==> src/rtl/err_log_pkg.sv <==
// Shared definitions for the error logging path: word widths and the
// request/acknowledge handshake state encoding used by both ends of the link.
package err_log_pkg;

  localparam int ERR_W = 32;
  localparam int OVF_W = 16;

  typedef enum logic {
    S_IDLE      = 1'b0,
    S_WAIT_DROP = 1'b1
  } state_e;

endpackage

==> src/rtl/err_fifo.sv <==
// Synchronous FIFO with registered occupancy flags and a registered read port
// that holds its last popped word until the next successful pop.
module err_fifo #(
  parameter int DEPTH = 16,
  parameter int WIDTH = 64
) (
  input  logic                   clk,
  input  logic                   rst_n,
  input  logic                   wr_en,
  input  logic [WIDTH-1:0]       wr_data,
  input  logic                   rd_en,
  output logic [WIDTH-1:0]       rd_data,
  output logic                   rd_valid,
  output logic                   empty,
  output logic                   full,
  output logic [$clog2(DEPTH):0] count
);

  localparam int PTR_W = $clog2(DEPTH);
  localparam int CNT_W = PTR_W + 1;
  localparam logic [PTR_W-1:0] PTR_ONE  = PTR_W'(1);
  localparam logic [CNT_W-1:0] CNT_ONE  = CNT_W'(1);
  localparam logic [CNT_W-1:0] CNT_FULL = CNT_W'(DEPTH);

  logic [WIDTH-1:0] mem_q [DEPTH];
  logic [PTR_W-1:0] wr_ptr_q, wr_ptr_d;
  logic [PTR_W-1:0] rd_ptr_q, rd_ptr_d;
  logic [CNT_W-1:0] count_q, count_d;
  logic             empty_q, full_q;
  logic             rd_valid_q;
  logic [WIDTH-1:0] rd_data_q;
  logic             push, pop;

  // Requests are qualified by the flags as they stood before the edge.
  assign push = wr_en && !full_q;
  assign pop  = rd_en && !empty_q;

  always_comb begin
    wr_ptr_d = wr_ptr_q;
    rd_ptr_d = rd_ptr_q;
    count_d  = count_q;
    if (push) wr_ptr_d = wr_ptr_q + PTR_ONE;
    if (pop)  rd_ptr_d = rd_ptr_q + PTR_ONE;
    case ({push, pop})
      2'b10:   count_d = count_q + CNT_ONE;
      2'b01:   count_d = count_q - CNT_ONE;
      default: count_d = count_q;
    endcase
  end

  always_ff @(posedge clk) begin
    if (push) mem_q[wr_ptr_q] <= wr_data;
  end

  always_ff @(posedge clk or negedge rst_n) begin
    if (!rst_n) begin
      wr_ptr_q   <= '0;
      rd_ptr_q   <= '0;
      count_q    <= '0;
      empty_q    <= 1'b1;
      full_q     <= 1'b0;
      rd_valid_q <= 1'b0;
      rd_data_q  <= '0;
    end else begin
      wr_ptr_q   <= wr_ptr_d;
      rd_ptr_q   <= rd_ptr_d;
      count_q    <= count_d;
      empty_q    <= (count_d == '0);
      full_q     <= (count_d == CNT_FULL);
      rd_valid_q <= pop;
      if (pop) rd_data_q <= mem_q[rd_ptr_q];
    end
  end

  assign rd_data  = rd_data_q;
  assign rd_valid = rd_valid_q;
  assign empty    = empty_q;
  assign full     = full_q;
  assign count    = count_q;

endmodule

==> src/rtl/err_log.sv <==
// Error logger: acknowledges each four-phase request once, timestamps the word
// and queues it; when the queue is full the word is counted as dropped instead.
module err_log
  import err_log_pkg::*;
#(
  parameter int DEPTH = 16,
  parameter int TS_W  = 32
) (
  input  logic                   clk,
  input  logic                   rst_n,
  input  logic                   err_req,
  input  logic [ERR_W-1:0]       err_data,
  output logic                   err_ack,
  input  logic                   rd_en,
  output logic [TS_W+ERR_W-1:0]  rd_data,
  output logic                   rd_valid,
  output logic                   empty,
  output logic                   full,
  output logic [$clog2(DEPTH):0] count,
  output logic [OVF_W-1:0]       ovf_cnt,
  input  logic                   clr_ovf
);

  localparam logic [TS_W-1:0]  TS_ONE  = TS_W'(1);
  localparam logic [OVF_W-1:0] OVF_ONE = OVF_W'(1);
  localparam logic [OVF_W-1:0] OVF_MAX = '1;

  state_e           state_q, state_d;
  logic [TS_W-1:0]  ts_q;
  logic [OVF_W-1:0] ovf_q, ovf_d;
  logic             accept;
  logic             wr_en;
  logic             drop;
  logic             fifo_full;

  function automatic logic [OVF_W-1:0] sat_inc(input logic [OVF_W-1:0] v);
    return (v == OVF_MAX) ? v : v + OVF_ONE;
  endfunction

  // One capture per request: only the idle state may accept.
  always_comb begin
    state_d = state_q;
    accept  = 1'b0;
    case (state_q)
      S_IDLE: begin
        if (err_req) begin
          accept  = 1'b1;
          state_d = S_WAIT_DROP;
        end
      end
      S_WAIT_DROP: begin
        if (!err_req) state_d = S_IDLE;
      end
      default: state_d = S_IDLE;
    endcase
  end

  assign wr_en = accept && !fifo_full;
  assign drop  = accept && fifo_full;

  // A clear that coincides with a drop still records that drop.
  always_comb begin
    ovf_d = ovf_q;
    if (clr_ovf)   ovf_d = drop ? OVF_ONE : '0;
    else if (drop) ovf_d = sat_inc(ovf_q);
  end

  always_ff @(posedge clk or negedge rst_n) begin
    if (!rst_n) begin
      state_q <= S_IDLE;
      ts_q    <= '0;
      ovf_q   <= '0;
    end else begin
      state_q <= state_d;
      ts_q    <= ts_q + TS_ONE;
      ovf_q   <= ovf_d;
    end
  end

  assign err_ack = (state_q == S_WAIT_DROP);
  assign ovf_cnt = ovf_q;
  assign full    = fifo_full;

  err_fifo #(
    .DEPTH (DEPTH),
    .WIDTH (TS_W + ERR_W)
  ) u_fifo (
    .clk      (clk),
    .rst_n    (rst_n),
    .wr_en    (wr_en),
    .wr_data  ({ts_q, err_data}),
    .rd_en    (rd_en),
    .rd_data  (rd_data),
    .rd_valid (rd_valid),
    .empty    (empty),
    .full     (fifo_full),
    .count    (count)
  );

endmodule

==> config.mk <==
export PLATFORM = sky130hd
export DESIGN_NAME = err_log
export DESIGN_NICKNAME = d
export VERILOG_FILES = /design/src/rtl/err_log_pkg.sv /design/src/rtl/err_fifo.sv /design/src/rtl/err_log.sv
export SDC_FILE = /design/constraint.sdc
export NUM_CORES = 1
export LEC_CHECK = 0
export BUFFER_PORTS_ARGS = -buffer_cell sky130_fd_sc_hd__buf_2
export CAP_MARGIN = 25
export CORE_ASPECT_RATIO = 0.6
export CORE_MARGIN = 4
export CORE_UTILIZATION = 40
export DETAILED_ROUTE_END_ITERATION = 7
export HOLD_SLACK_MARGIN = 0.02
export PLACE_DENSITY_LB_ADDON = 0.12
export SLEW_MARGIN = 15
export SYNTH_ARGS = -nofsm -noshare
export SYNTH_HDL_FRONTEND = slang
export SYNTH_SLANG_ARGS = --single-unit
==> constraint.sdc <==
create_clock -name clk -period 5.7 [get_ports clk]
set_input_delay 1.425 -clock clk [delete_from_list [all_inputs] [get_ports clk]]
set_output_delay 1.425 -clock clk [all_outputs]
set_load 0.02 [all_outputs]
After elaboration in Yosys (flattened, before gate mapping)
Memory sizes are Yosys's and may differ from the RTL's. A register that Yosys moved wholly into a read port is not among the register bits.
Cells that the tools add are included.
W data, S select, Z words.
{"block": "op_classes", "addsub": 6, "eq_ne": 5, "n_mux": 9, "reduce_logical": 10}
{"operator": "$mux W16", "n": 3}
{"operator": "$add A32 B1 Y32 const B", "n": 1}
{"operator": "$add A16 B1 Y16 const B", "n": 1}
{"operator": "$eq A16 B16 Y1 const B", "n": 1}
{"operator": "$pmux W5 S2", "n": 1}
{"operator": "$add A4 B1 Y4 const B", "n": 2}
{"operator": "$add A5 B1 Y5 const B", "n": 1}
{"operator": "$eq A5 B5 Y1 const B", "n": 1}
{"operator": "$logic_not A5 Y1", "n": 1}
{"operator": "$mux W1", "n": 5}
{"operator": "$sub A5 B1 Y5 const B", "n": 1}
{"operator": "$logic_and A1 B1 Y1", "n": 4}
{"operator": "$logic_not A1 Y1", "n": 3}
{"operator": "$eq A2 B1 Y1 const B", "n": 1}
{"operator": "$eq A2 B2 Y1 const B", "n": 1}
{"operator": "$ne A2 B2 Y1 const B", "n": 1}
{"operator": "$reduce_and A2 Y1", "n": 1}
{"operator": "$reduce_bool A2 Y1", "n": 1}
{"block": "word_totals", "reg_bits": 65, "ram_bits": 1024, "inputBits": 37, "out_inout_bits": 89, "n_memories": 1}
{"name": "u_fifo.mem_q", "depth": 16, "word_bits": 64, "rd": 1, "rd_ports_with_merged_regs": 1, "wr": 1, "line_no": "err_fifo.sv:25", "source": "logic [WIDTH-1:0] mem_q [DEPTH];"}

Logic depth before layout (Yosys ltp)
Gate-level depths: netlist of the first run.
{"block": "depth", "ltp_word": 7, "mapped_depth": 11, "ltp_nobuf": 9}

Modules after synthesis
A second synthesis of the first run with hierarchy kept.
{"block": "unflattened", "cells_unflattened": 2366, "hier_area_um2": 44821.7}
{"module": "err_fifo", "instances": 1, "cells_per_inst": 2139, "area_each_um2": 42419.4}
{"module": "err_log", "instances": 1, "cells_per_inst": 227, "area_each_um2": 2402.3}

Worst setup path before layout of the first run
Ideal clock, no wire load.
{"block": "synth_timing", "path_type": "input port to flip-flop", "startpoint": "in err_req", "endpoint": "mem u_fifo.mem_q[3][0], enable pin", "arrival_time_ps": 6316, "path_slack_ps": -1181, "path_stages": 4, "n_path_buf": 1, "cell_sequence": "nor3b_4 -> buf_4 -> nand2_1 -> nor3_1"}
{"block": "synth_via", "elab_chain_cells": 6}
{"element": "start: declaration", "line_no": "err_log.sv:11", "source": "input logic err_req,"}
{"element": "$mux W1", "line_no": "err_log.sv:46", "source": "if (err_req) begin"}
{"element": "$mux W1", "line_no": "err_log.sv:44", "source": "case (state_q)"}
{"element": "$logic_and A1 B1 Y1", "line_no": "err_log.sv:58", "source": "assign wr_en = accept && !fifo_full;"}
{"element": "$logic_and A1 B1 Y1", "line_no": "err_fifo.sv:35", "source": "assign push = wr_en && !full_q;"}
{"element": "$mux W1", "line_no": "err_fifo.sv:52", "source": "if (push) mem_q[wr_ptr_q] <= wr_data;"}
{"element": "$mux W1 (not written as such)", "line_no": "err_fifo.sv:52"}
{"element": "end: declaration", "line_no": "err_fifo.sv:25"}
Every way passes these cells.

Worst setup path in the final report of the first run
{"block": "layout_timing", "startpoint": "in err_req", "endpoint": "mem u_fifo.mem_q[11][26], enable pin"}
The elaborated chain is that of the path after synthesis.

==> impl_metrics.toml, run 1 <==
[global_routing]
grt_pass1_vias = 22142
track_usage = 0.180
grt_overflow = 0
grt_pass1_wl_um = 153000
grt_max_degree = 67
antenna_found_initial = 5

[die]
dieArea_um2 = 115000
pin_count = 126
die-width_um = 436
initial_core_util = 0.406
core_area_um2 = 108000
std_cell_rows = 93
fp.dieH_um = 265

[detailed_routing]
wire_per_inst_um = 27.5
vias = 20821
viasPerCell = 5.52
firstDrtPassIters = 5
drc = 0
drt_wl_total_um = 104000
ant_nets = 0
drt_iter0_drc = 1741

[clock_tree]
cts_tree = "yes"
clk_pin_slew_ps = 60
clock-sinks = 1153
post-cts-setup-buffer-count = 0
cts_buffer_depth = 3
cts_root_buf = "clkbuf_16"
numCtsBuffers = 107
clk_latency_ps = 710
h-tree-depth = 3
cts-resized-gates = 0
ctsHoldBuffers = 0

[critical_path]
worstSetupPathType = "input port to register"
crit_fanout = 22
cp_slowest_stage_delay_ps = 890
path_cells = "buf_2 -> nor3b_4 -> nand2_1 -> nor2_4 -> buf_4"
startpoint = "err_req"
cp-end-kind = "register"
cp.arrival_ps = 4090
r2r-start = "err_ack"
required_ps = 6060
cp-start-kind = "input port"
slowest_stage = "nor2_4"

[placement]
place_area_um2 = 46700
pre_cts_ws_ps = 1250
place_congestion = 0.780
io_buffers = 125
dp_hpwl_um = 56200

[yosys]
synth.avg_cell_area_um2 = 21.2
yosys_warnings = 0
ys_seq_elements = 1153
synth_cells = 2073
yosysSeqAreaShare = 0.773
synth_area_um2 = 44000
syn-num-nets = 2120
ys_types = 55

[timing]
slew-limit-headroom = 0.320
setup_violations = 0
fin_ws_ps = 1960
slew_violations = 0
rsz0062_at_grt = "false"
fin_skew_ps = 28.5
hold_viol_final = 0
fin_crit_sh = 0.655
fmax_ghz = 0.268
setup_tns_ps = 0
tightest_slew_ps = 1020
period_minus_slack_ps = 3740

[worst_hold_path]
hold_path_class = "register to register"
hp-start = "u_fifo.rd_data[17]"

[layout]
nNetsFinal = 2298
layout-drive-gt1-share = 0.270
final_cell_mix = "edfxtp_1, mux4_2, mux2i_1, dfrtp_1, buf_2"
layout_commonest_cell = "edfxtp_1"
n_antenna_cell = 0
syn_to_final_growth_pct = 14.3
final_cell_area_um2 = 50300
final_core_utilization = 0.465

[power_and_ir_drop]
ir_worst_vdd_mv = 0.306
p_per_area_nw_per_um2 = 465
power_leakage_nw = 16.4
total_power_mw = 23.4

[job]
cap_viol_max_count = 0

[run_status]
status = "finished clean"
==> metrics by stage <==
stage	cells	hold slack, ps
floorplan	2073	543
global placement	3564	476
detailed placement	3567	485
CTS	3770	501
global route	3770	536
finish	3770	495
==> worst max-delay path: cells and delay by family <==
family	cells	cell delay (ps)
AND/OR/NAND/NOR	3	2000
buffers and inverters	2	630
==> final timing paths <==
kind,to,slack (ps),cells after the start
setup / recovery,u_fifo.mem_q[11][26],1960,5
hold / removal,u_fifo.rd_data[17],490,2
setup reg to reg,u_fifo.mem_q[11][26],2370,4
hold reg to reg,u_fifo.rd_data[17],490,2
max in group asynchronous,u_fifo.rd_data[3],3820,2
min in group asynchronous,u_fifo.rd_data[29],720,1
==> cell usage after synthesis (all sizes together) <==
library cell,instances,area (um2)
mux2i,130,1300
mux2,1,11.3
and3,10,65.1
or4b,1,10.0
or4,1,11.3
and4bb,1,12.5
mux4,256,5770
dfstp,1,26.3
a311oi,1,8.76
nor4b,3,26.3
and3b,1,8.76
nand4,10,77.6
buf,54,272
and4,5,43.8
a31oi,1,6.26
or3,2,12.5
clkbuf,49,185
nor3,10,50.1
a211oi,2,20.0
clkinv,1,3.75
or3b,1,8.76
o21ai,68,344
nor2b,1,6.26
o211ai,2,15.0
nor3b,2,26.3
xnor2,39,342
a22o,1,8.76
nor4,5,46.3
nand3b,3,35.0
a21o,3,22.5
dfrtp,128,3200
nand3,18,90.1
nand2b,4,25.0
a21oi,71,355
nand2,31,116
and2,4,25.0
ha,10,125
or2,2,12.5
o31ai,1,7.51
o311a,1,10.0
edfxtp,1024,30700
inv,7,26.3
nor2,95,357
xor2,12,105
==> routing by layer <==
metal | part of all wire | GRT usage | vias up
met4 | 0.018 | 0.0383 | 0
met5 | 0 | 0 | -
met1 | 0.48 | 0.274 | 11338
met2 | 0.45 | 0.273 | 489
met3 | 0.046 | 0.0324 | 149
li1 | - | - | 8845
==> power by group <==
| part | switching, mW | internal (mW) | leakage, nW |
|---|---|---|---|
| clock network | 3.14 | 4.13 | 1.74 |
| logic | 3.12 | 2.49 | 4.01 |
| registers | 0.621 | 9.85 | 10.6 |
==> area by class of cell <==
cell class | instances | area [um2]
Fill cell | 9001 | 57900
Sequential cell | 1153 | 34000
Multi-Input combinational cell | 809 | 9670
Clock buffer | 147 | 2980
Tap cell | 1425 | 1780
Timing Repair Buffer | 172 | 1220
Clock inverter | 56 | 587
Inverter | 8 | 30.0
==> logic make-up after synthesis <==
logic type / Yosys count / share of synthesized area
adders and majority gates: 10 / 0.00284
xor gates and xnor gates: 51 / 0.0102
buffers and inverters: 111 / 0.0111
DFF: 1153 / 0.773
and+or+nand+nor: 210 / 0.0242
AOI/OAI and AO/OA: 151 / 0.0182
muxes: 387 / 0.161
==> registers in the layout, indices dropped and copies added, names as in the netlist <==
| signal | count |
|---|---|
| u_fifo.mem_q | 1024 |
| u_fifo.rd_data | 64 |
| ts_q | 32 |
| ovf_cnt | 16 |
| u_fifo.count | 5 |
| u_fifo.rd_ptr_q | 4 |
| u_fifo.wr_ptr_q | 4 |
| err_ack | 1 |
| u_fifo.empty | 1 |
| u_fifo.full | 1 |
| u_fifo.rd_valid | 1 |
Power figures use the tool's default switching activity.
==> inputs of run 2 (changes only) <==
Clock period 5.7 ns to 3.2 ns, I/O delays scaled along.
==> run 2 against run 1 <==
Net effect:
- die area stayed put
- via count increased by 0.70%
- utilization increased by 0.66 points
- setup slack lost 1400 ps
- combinational power increased by 87%
- global-route usage is 0.27 points higher
- non-clock buffer count grew 38
- critical endpoint is now u_fifo.full
- largest cell class unchanged
- worst hold slack worse by 210 ps
- final cell count rose by 0.93%
- sequential cell count unchanged
- wire length increased by 1.2%
- critical path depth grew 3
==> impl_metrics.toml, run 2 (synthesis results as in run 1) <==
[run_status]
status = "finished clean"

[timing]
slew-limit-headroom = 0.376
hold_viol_final = 0
slew_violations = 0
fmax_ghz = 0.384
tightest_slew_ps = 936
rsz0062_at_grt = "false"
fin_skew_ps = 23.5
setup_tns_ps = 0
fin_crit_sh = 0.813
holdWs_ps = 282
period_minus_slack_ps = 2600
setup_violations = 0

[worst_hold_path]
hold_path_class = "input port to register"

[placement]
place_congestion = 0.798
io_buffers = 125
dp_hpwl_um = 58500

[detailed_routing]
viasPerCell = 5.51
wire_per_inst_um = 27.5
firstDrtPassIters = 5
vias = 20966
ant_nets = 0
drt_wl_total_um = 105000
drc = 0
drt_iter0_drc = 1920

[die]
fp.dieH_um = 265
core_area_um2 = 108000
pin_count = 126
initial_core_util = 0.406
die-width_um = 436
std_cell_rows = 93
dieArea_um2 = 115000

[critical_path]
required_ps = 3780
cp.arrival_ps = 3180
cp-start-kind = "register"
cp-end-kind = "register"
path_cells = "nor3b_4 -> nor2_1 -> ha_1 -> or3b_2 -> a211oi_1 -> a211oi_2 -> xnor2_1 -> nor4b_1"
worstSetupPathType = "register to register"
slowest_stage = "or3b_2"
cp_slowest_stage_delay_ps = 470
crit_fanout = 5

[power_and_ir_drop]
power_leakage_nw = 16.8
swShare = 0.291
pwr-share-seq = 0.436
p_per_area_nw_per_um2 = 832
power.internal_mw = 30.1
pwr-share-comb = 0.246
clkPwrFrac = 0.317
switchingPower_mw = 12.4
ir_worst_vdd_mv = 0.495

[clock_tree]
cts-resized-gates = 0
numCtsBuffers = 105
clock-sinks = 1153
cts_tree = "yes"
cts_root_buf = "clkbuf_16"
h-tree-depth = 3
post-cts-setup-buffer-count = 0
cts_buffer_depth = 3
ctsHoldBuffers = 1
clk_pin_slew_ps = 60
clk_latency_ps = 710

[global_routing]
grt_pass1_wl_um = 155000
grt_pass1_vias = 22256
grt_max_degree = 65
grt_overflow = 0
track_usage = 0.182
antenna_found_initial = 6

[layout]
final_cell_mix = "edfxtp_1, mux4_2, mux2i_1, dfrtp_1, buf_2"
layout-drive-gt1-share = 0.282
layout_commonest_cell = "edfxtp_1"
final_core_utilization = 0.471
nNetsFinal = 2334
seqCellArea_um2 = 34000
fill_cells = 8966
multi_input_area_um2 = 9680
largest_register = "u_fifo.mem_q"
largest_register_ff_count = 1024
syn_to_final_growth_pct = 15.9

[job]
cap_viol_max_count = 0
[run 2: cell count changes in the layout (fill, tap and decap cells not counted), moves of 3 or more]
cell        change
bufinv_16       +7
buf_4          +13
buf_12         +26
clkbuf_1        -4
clkinv_2        -4
clkinvlp_4      -4
clkbuf_8        +3
[run 2: layout make-up]
class	count	share of cell area
antenna	1	0.0000491
clock buffer	144	0.0580
clock inverter	55	0.0147
inverter	8	0.000589
multi-input combinational	809	0.190
sequential	1153	0.667
tap	1425	0.0350
timing repair buffer	210	0.0353
[run 2: per-layer routing]
metal	track usage	vias up	routed length, um
li1	-	8925	-
met1	0.274	11449	50400
met2	0.279	471	47900
met3	0.0379	117	4890
met4	0.0364	4	1480
met5	0	-	26
[run 2: worst max-delay path: cells and delay by family, from the launching register on]
| family | cells | cell delay [ps] |
|---|---|---|
| xor gates and xnor gates | 1 | 170 |
| and+or+nand+nor | 4 | 1260 |
| adders and majority gates | 1 | 240 |
| DFF | 1 | 450 |
| AOI/OAI and AO/OA | 2 | 370 |
[run 2: per-stage QoR]
stage / instances / cell area, um2 / setup slack (ps) / total power [mW]
5_1_grt: 3804 / 51000 / 496 / 44.5
3_5_place_dp: 3604 / 47300 / 151 / 29.6
4_1_cts: 3804 / 51000 / 612 / 43.1
3_3_place_gp: 3604 / 47300 / 198 / 29.5
6_report: 3805 / 51000 / 598 / 42.4
2_1_floorplan: 2073 / 44100 / -267 / 25.7
[run 2: path summary, 6_finish.rpt]
kind | startpoint | endpoint | slack, ps | cells after the start
hold / removal | err_req | err_ack | 280 | 1
min in group asynchronous | rst_n | u_fifo.count[0] | 590 | 2
setup reg to reg | u_fifo.full | u_fifo.full | 600 | 8
hold reg to reg | u_fifo.rd_data[18] | u_fifo.rd_data[18] | 490 | 2
max in group asynchronous | rst_n | u_fifo.rd_data[60] | 1730 | 3
setup / recovery | u_fifo.full | u_fifo.full | 600 | 8
[run 2: power by group through the flow]
| stage | Clock (mW) | Combinational [mW] | Sequential (mW) |
|---|---|---|---|
| 6_report | 13.5 | 10.5 | 18.5 |
| 5_1_grt | 14.5 | 11.4 | 18.6 |
| 4_1_cts | 13.8 | 10.8 | 18.6 |
| 3_5_place_dp | 0 | 10.7 | 18.9 |
| 3_3_place_gp | 0 | 10.7 | 18.8 |
| 2_1_floorplan | 0 | 6.90 | 18.8 |
==> inputs of run 3 (changes only) <==
Clock period 3.2 ns to 2.2 ns, I/O delays scaled along.
==> run 3 against run 2 <==
Net effect:
- register-to-register slack got worse by 750 ps
- critical path type unchanged
- critical path depth up 3
- sequential power rose by 43%
- clock-buffer cell count is 4 higher
- the flow now finishes with violations (setup timing)
- clock skew hardly changed
- via count up 4.1%
- die area stayed put
- global-route usage increased by 0.43 points
==> impl_metrics.toml, run 3 (synthesis results as in run 1) <==
[die]
std_cell_rows = 93
die-width_um = 436
core_area_um2 = 108000
pin_count = 126
fp.dieH_um = 265
initial_core_util = 0.406
dieArea_um2 = 115000

[clock_tree]
cts_buffer_depth = 3
clk_latency_ps = 700
cts_root_buf = "clkbuf_16"
clock-sinks = 1153
h-tree-depth = 3
numCtsBuffers = 105
clk_pin_slew_ps = 60
cts_tree = "yes"

[timing]
fmax_ghz = 0.425
fin_ws_ps = -151
hold_viol_final = 0
slew_violations = 0
rsz0062_at_grt = "true"
setup_tns_ps = -519
setup_violations = 5
slew-limit-headroom = 0.617
period_minus_slack_ps = 2350
holdWs_ps = 99.6
fin_crit_sh = 1.07
fin_skew_ps = 23.0
tightest_slew_ps = 574

[layout]
syn_to_final_growth_pct = 21.5
layout-drive-gt1-share = 0.338
layout_commonest_cell = "edfxtp_1"
final_cell_area_um2 = 53400
largest_register_ff_count = 1024
nNetsFinal = 2529
final_cell_mix = "edfxtp_1, mux4_2, buf_4, mux2i_1, dfrtp_1"
largest_register = "u_fifo.mem_q"

[detailed_routing]
wl_met3_um = 5050
top_layer = "met4"
drt_wl_total_um = 108000
drt_iter0_drc = 1969
dr_wl_met2_um = 49700
drc = 0
ant_nets = 0
viasPerCell = 5.46
vias = 21833
firstDrtPassIters = 5
wire_per_inst_um = 27.1
m1WireLength_um = 51900

[power_and_ir_drop]
power_leakage_nw = 18.0
pwr-share-comb = 0.287
switchingPower_mw = 18.4
total_power_mw = 63.4
pwr-share-seq = 0.419
swShare = 0.290
ir_worst_vdd_mv = 0.780
clkPwrFrac = 0.295
p_per_area_nw_per_um2 = 1190
power.internal_mw = 45.0

[critical_path]
cp-end-kind = "register"
crit_family = "simple AND/OR/NAND/NOR gates"
crit_fanout = 4
r2r_cells = 11
crit_top_cell = "buf_4"
cp.arrival_ps = 2990
required_ps = 2840
slowest_stage = "dfstp_2"
r2r-start = "u_fifo.empty"
critPathBufInv = 3
cp_slowest_stage_delay_ps = 540
timing.rr.end = "u_fifo.empty"
path_cells = "nand2b_4 -> nor2_2 -> buf_4 -> xor2_1 -> ha_2 -> buf_6 -> buf_4 -> nand4_1 -> a211oi_2 -> xnor2_2 -> and4bb_2"
cp-start-kind = "register"
worstSetupPathType = "register to register"
worst-r2r-setup-slack_ps = -150

[global_routing]
antenna_found_initial = 3
grt_overflow = 0
grt_max_degree = 43
grt_pass1_wl_um = 158000
grt_pass1_vias = 22706
track_usage = 0.187

[worst_hold_path]
hold_path_class = "input port to register"
holdPathStages = 2
holdPathEnd = "err_ack"
hp-start = "err_req"

[placement]
pre_cts_ws_ps = -501
place_congestion = 0.779
io_buffers = 125
dp_hpwl_um = 67300
place_area_um2 = 49300

[run_status]
status = "finished, violations left"
violations = "setup timing"

[job]
cap_viol_max_count = 0
[run 3: cell types whose count changed in the layout (fill, tap and decap cells not counted), sizes merged]
cell / before / now
clkbuf: 144 / 155
clkinv: 32 / 33
buf: 209 / 397
clkinvlp: 2 / 3
inv: 12 / 9
bufinv: 17 / 11
diode: 1 / 3
[run 3: final cells by class]
type / instances / area (um2)
diodes: 3 / 7.51
clock inverters: 48 / 518
clock buffers: 148 / 2990
multi-input cells: 809 / 9780
repair buffers: 405 / 4310
well taps: 1425 / 1780
flip-flops and latches: 1153 / 34000
inverters: 8 / 33.8
fillers: 8694 / 54800
[run 3: power by group through the flow]
stage / sequential [mW] / combinational, mW / clock [mW]
global placement: 27.0 / 17.5 / 0
detailed placement: 27.0 / 17.6 / 0
finish: 26.5 / 18.2 / 18.7
global route: 26.7 / 19.5 / 20.1
floorplan: 27.3 / 10.1 / 0
CTS: 26.6 / 17.7 / 19.2
[run 3: what timing repair did]
action | in CTS | in global routing
hold endpoints to repair | 128 | 0
setup endpoints to repair | 82 | 170
hold buffers | 1 | 0
gates resized for setup | 12 | 26
gates cloned | 0 | 7
pin swaps | 9 | 10
setup buffers | 5 | 19
[run 3: how the worst max path moves through the flow]
stage / slack [ps] / from / depth (start not counted) / endpoint
final: -150 / u_fifo.empty / 11 / u_fifo.empty
after CTS: -190 / u_fifo.full / 11 / u_fifo.full
after detailed placement: -500 / err_req / 12 / u_fifo.full
after floorplan: -900 / err_req / 4 / u_fifo.mem_q[3][0]
after global placement: -510 / err_req / 10 / u_fifo.full
after global routing: -270 / err_ack / 11 / u_fifo.empty
[run 3: routing by layer]
| layer | GRT usage | vias up |
|---|---|---|
| met5 | 0 | - |
| met4 | 0.0384 | 0 |
| met3 | 0.0310 | 125 |
| met2 | 0.284 | 534 |
| met1 | 0.286 | 11848 |
| li1 | - | 9326 |
[run 3: per-stage QoR]
step,cells,utilization
2_1_floorplan,2073,-
5_1_grt,3996,0.494
3_5_place_dp,3770,0.456
6_report,3999,0.494
3_3_place_gp,3770,0.456
4_1_cts,3971,0.489
